<file path="src/rtl/id_ex_stage.sv">
// ID->EX pipeline register with a 2-entry skid buffer, registered id_ready and flush.
// Invalid slots are presented to execute as all-zero NOP bubbles.
module id_ex_stage #(
    parameter int XLEN       = 32,
    parameter int REG_ADDR_W = 5,
    parameter int ALUOP_W    = 8,
    parameter int ALUSEL_W   = 3
) (
    input  logic                  clk,
    input  logic                  rst,
    input  logic                  flush,
    input  logic                  id_valid,
    output logic                  id_ready,
    input  logic [ALUOP_W-1:0]    id_aluop,
    input  logic [ALUSEL_W-1:0]   id_alusel,
    input  logic [XLEN-1:0]       id_s_op1,
    input  logic [XLEN-1:0]       id_s_op2,
    input  logic [XLEN-1:0]       id_pc,
    input  logic [REG_ADDR_W-1:0] id_reg_waddr,
    input  logic                  id_reg_we,
    output logic                  ex_valid,
    input  logic                  ex_ready,
    output logic [ALUOP_W-1:0]    ex_aluop,
    output logic [ALUSEL_W-1:0]   ex_alusel,
    output logic [XLEN-1:0]       ex_s_op1,
    output logic [XLEN-1:0]       ex_s_op2,
    output logic [XLEN-1:0]       ex_pc,
    output logic [REG_ADDR_W-1:0] ex_reg_waddr,
    output logic                  ex_reg_we
);

    typedef struct packed {
        logic [ALUOP_W-1:0]    aluop;
        logic [ALUSEL_W-1:0]   alusel;
        logic [XLEN-1:0]       s_op1;
        logic [XLEN-1:0]       s_op2;
        logic [XLEN-1:0]       pc;
        logic [REG_ADDR_W-1:0] reg_waddr;
        logic                  reg_we;
    } entry_t;

    // Handshake: a transfer happens on a rising edge where valid and ready are both 1;
    // valid never depends on ready, and id_ready is a pure register output.
    entry_t in_entry;
    entry_t m_q, s_q, m_d, s_d;
    logic   m_valid_q, s_valid_q, m_valid_d, s_valid_d;
    logic   id_ready_q;
    logic   in_fire, out_fire, m_free;

    assign in_entry = '{aluop: id_aluop, alusel: id_alusel, s_op1: id_s_op1, s_op2: id_s_op2,
                        pc: id_pc, reg_waddr: id_reg_waddr, reg_we: id_reg_we};

    assign in_fire  = id_valid & id_ready_q;
    assign out_fire = m_valid_q & ex_ready;
    assign m_free   = ~m_valid_q | out_fire;

    always_comb begin
        m_d       = m_q;
        s_d       = s_q;
        m_valid_d = m_valid_q;
        s_valid_d = s_valid_q;
        if (flush) begin
            m_d       = '0;
            s_d       = '0;
            m_valid_d = 1'b0;
            s_valid_d = 1'b0;
        end else if (m_free) begin
            if (s_valid_q) begin
                m_d       = s_q;
                m_valid_d = 1'b1;
                s_valid_d = 1'b0;
                if (in_fire) begin
                    s_d       = in_entry;
                    s_valid_d = 1'b1;
                end
            end else if (in_fire) begin
                m_d       = in_entry;
                m_valid_d = 1'b1;
            end else begin
                m_valid_d = 1'b0;
            end
        end else if (in_fire) begin
            // M is stalled; the incoming entry parks in the skid slot.
            s_d       = in_entry;
            s_valid_d = 1'b1;
        end
    end

    always_ff @(posedge clk) begin
        if (rst) begin
            m_q        <= '0;
            s_q        <= '0;
            m_valid_q  <= 1'b0;
            s_valid_q  <= 1'b0;
            id_ready_q <= 1'b1;
        end else begin
            m_q        <= m_d;
            s_q        <= s_d;
            m_valid_q  <= m_valid_d;
            s_valid_q  <= s_valid_d;
            id_ready_q <= ~s_valid_d;
        end
    end

    assign id_ready     = id_ready_q;
    assign ex_valid     = m_valid_q;
    // Drained entries keep their payload bits; the valid gate turns them into NOPs.
    assign ex_aluop     = m_valid_q ? m_q.aluop     : '0;
    assign ex_alusel    = m_valid_q ? m_q.alusel    : '0;
    assign ex_s_op1     = m_valid_q ? m_q.s_op1     : '0;
    assign ex_s_op2     = m_valid_q ? m_q.s_op2     : '0;
    assign ex_pc        = m_valid_q ? m_q.pc        : '0;
    assign ex_reg_waddr = m_valid_q ? m_q.reg_waddr : '0;
    assign ex_reg_we    = m_valid_q & m_q.reg_we;

endmodule
</file>
<file path="config.mk">
export PLATFORM = sky130hd
export DESIGN_NAME = id_ex_stage
export DESIGN_NICKNAME = d
export VERILOG_FILES = /design/src/rtl/id_ex_stage.sv
export SDC_FILE = /design/constraint.sdc
export NUM_CORES = 1
export LEC_CHECK = 0
export ABC_AREA = 1
export CORE_MARGIN = 2
export CORE_UTILIZATION = 40
export DETAILED_ROUTE_END_ITERATION = 8
export SETUP_SLACK_MARGIN = 0.4
export SLEW_MARGIN = 20
export SYNTH_ARGS = -nofsm -noshare
export SYNTH_HDL_FRONTEND = slang
export SYNTH_SLANG_ARGS = --single-unit
</file>
<file path="constraint.sdc">
create_clock -name clk -period 2.75 [get_ports clk]
set_input_delay 0.55 -clock clk [delete_from_list [all_inputs] [get_ports clk]]
set_output_delay 0.55 -clock clk [all_outputs]
set_load 0.01 [all_outputs]
</file>
==> results of run 1 <==
cells by family after synthesis:
group                  Yosys count  share of synthesized area [%]
AO/OA/AOI/OAI                  230                           9.84
flip-flops                     229                           39.2
AND/OR/NAND/NOR               1025                           34.1
buffers and inverters          481                           16.9
final cells by class:
cell class | instances | area, sq um | area share (%)
clock inverter | 6 | 113 | 0.732
clock buffer | 44 | 830 | 5.40
inverter | 343 | 1290 | 8.41
multi-input combinational | 1255 | 5160 | 33.6
tap | 384 | 480 | 3.13
sequential | 229 | 4590 | 29.9
timing repair buffer | 264 | 2900 | 18.9
flip-flops by register name, summed over array words and instances (netlist names):
register	count
s_valid_q	1
s_q	113
m_q	113
ex_valid	1
id_ready	1
timing repair:
item | in CTS | in global routing
cloned | 1 | 2
resized for setup | 52 | 42
hold buffers | 0 | 0
setup buffers | 5 | 1
setup endpoints to repair | 114 | 63
per-layer routing:
layer  up-vias  track usage (%)
li1       6118                -
met1      5025             26.1
met2       224             33.3
met3        44             3.05
met4         0             4.48
met5         -                0
worst max-delay path: cells and delay by family (launching register included):
kind	cells	cell delay, ps
buffers and inverters	4	890
flip-flops	1	370
AND/OR/NAND/NOR	1	80
synthesized netlist by cell type:
| cell type | number | area, sq um |
|---|---|---|
| buf_4 | 6 | 45.0 |
| nand2_1 | 569 | 2140 |
| inv_1 | 342 | 1280 |
| nand2_2 | 1 | 6.26 |
| nand3_1 | 113 | 566 |
| buf_2 | 68 | 340 |
| nor2_1 | 342 | 1280 |
| o21ai_0 | 114 | 571 |
| buf_6 | 8 | 90.1 |
| a21oi_1 | 116 | 581 |
| inv_2 | 1 | 3.75 |
| buf_1 | 8 | 30.0 |
| dfxtp_1 | 229 | 4580 |
| clkbuf_1 | 48 | 180 |
through the flow:
stage | instance area, sq um | power, W
after floorplan | 11700 | 0.00411
after global placement | 14200 | 0.00447
after detailed placement | 14200 | 0.00448
after CTS | 15200 | 0.00828
after global routing | 15400 | 0.00853
final | 15400 | 0.00818
worst max path at each step:
stage | cells after the start | slack (ps) | endpoint
after floorplan | 5 | 1090 | ex_pc[0]
after global placement | 8 | 530 | m_q[61]
after detailed placement | 8 | 490 | m_q[67]
after CTS | 5 | 250 | ex_s_op2[24]
after global routing | 5 | 240 | ex_s_op2[24]
final | 5 | 320 | ex_s_op2[24]
power breakdown:
group / internal (W) / switching (W)
clock network: 0.00233 / 0.00142
logic: 0.000411 / 0.000541
registers: 0.00342 / 0.0000552
total: 0.00616 / 0.00202
==> flow_summary.toml, run 1 <==
[grt]
grt_usage_pct = 19.6
overflow = 0
grt_max_degree = 107
antenna_found_initial = 0
grt_pass1_wl_mm = 50.7
grt_pass1_vias = 10400

[die]
dieHeight_um = 175
core_area_sq_um = 28800
fp.dieW_um = 175
rows = 62
design.die.area_sq_um = 30600
io_pins = 233
initial_core_util_pct = 40.7

[clocking]
root_buffer = "clkbuf_16"
cts.clk_slew.worst_paths_ps = 60
h-tree-depth = 1
worstSkewPairLatency_ps = 530
cts_inserted_buffers = 27
clk_path_buf_depth = 3
clock-sinks = 229
cts_tree = "built"

[synthesis]
yosysSeqAreaShare_pct = 39.2
avgSynthCellArea_sq_um = 5.95
ys_ff_latch = 229
synth_cells = 1965
yosys_warnings = 0
syn_nets = 2083
synthDistinctLibCells = 14
synth_area_sq_um = 11700

[worst_setup_path]
crit_slowest_cell = "clkdlybuf4s50_1"
r2r_end = "m_q[9]"
crit_type = "reg2out"
r2r_setup_slack_ps = 830
crit_fanout = 16
r2r.worst_path.cells = 4
worst_ep_required_time_ps = 2200
reg2reg_from = "s_valid_q"
cp_cell_sequence = "buf_12 -> buf_16 -> nand2_1 -> inv_1 -> clkdlybuf4s50_1"
worstSetupStartpoint = "ex_valid"
cp-start-kind = "register"
worst_ep_arrival_time_ps = 1880
end_kind = "primary output"
cpPeakStageDelay_ps = 520

[worst_hold_path]
min_path_type = "reg2reg"
holdPathEnd = "s_q[57]"
hold_path.startpoint = "s_q[57]"
min_path_cells = 2

[place]
portBuffers = 232
placed_cells = 2466
place.gp.congestion = 0.747
place_ws_ps = 486
hpwl_mm = 18.5

[route]
drt_iter0_drc = 783
route.met3.wl_mm = 1.35
top_layer_used = "met4"
wl_met1_mm = 14.6
drc = 0
wl_per_cell_um = 12.1
first_pass_iters = 5
ant_nets = 0
routed_wl_mm = 30.6
met2_length_mm = 13.9
vias_per_cell = 4.52
vias = 11400

[sta]
tns_ps = 0
slew_violations = 0
fmax_mhz = 412
tightestPinTransition_ps = 800
setup-violations-final = 0
period_share_pct = 88.3
finalHoldViolCount = 0
skew_ps = 7.66
maxSlewHeadroom_pct = 46.7
post-route-min-period_ps = 2430
fin_hold_ws_ps = 479
rsz0062_at_grt = "yes"
setup_ws_ps = 321

[power]
p_per_area_nw_per_um2 = 532
ir_drop_mv = 0.336
leakage_nw = 8.14

[final_layout]
fillers = 2921
stdcell_count = 2525
final_common_cell = "nand2_1"
syn_to_final_growth_pct = 31.4
drive_gt1_share_pct = 3.83
fin_util_pct = 53.4
fin_nets = 2238
final_cell_mix = "567 x nand2_1, 341 x inv_1, 341 x nor2_1, 227 x dfxtp_1, 143 x clkdlybuf4s50_1"
num_antenna_cells = 0

[job]
max_cap_viol_count = 0

[status]
status = "finished clean"
No activity file was read; power rests on OpenSTA's default activity.
==> run 2: changes to the inputs <==
CAP_MARGIN = 15   (was not set)
==> results of run 2 <==
Same layout as run 1: the final DEF is identical, and so are final timing and power.
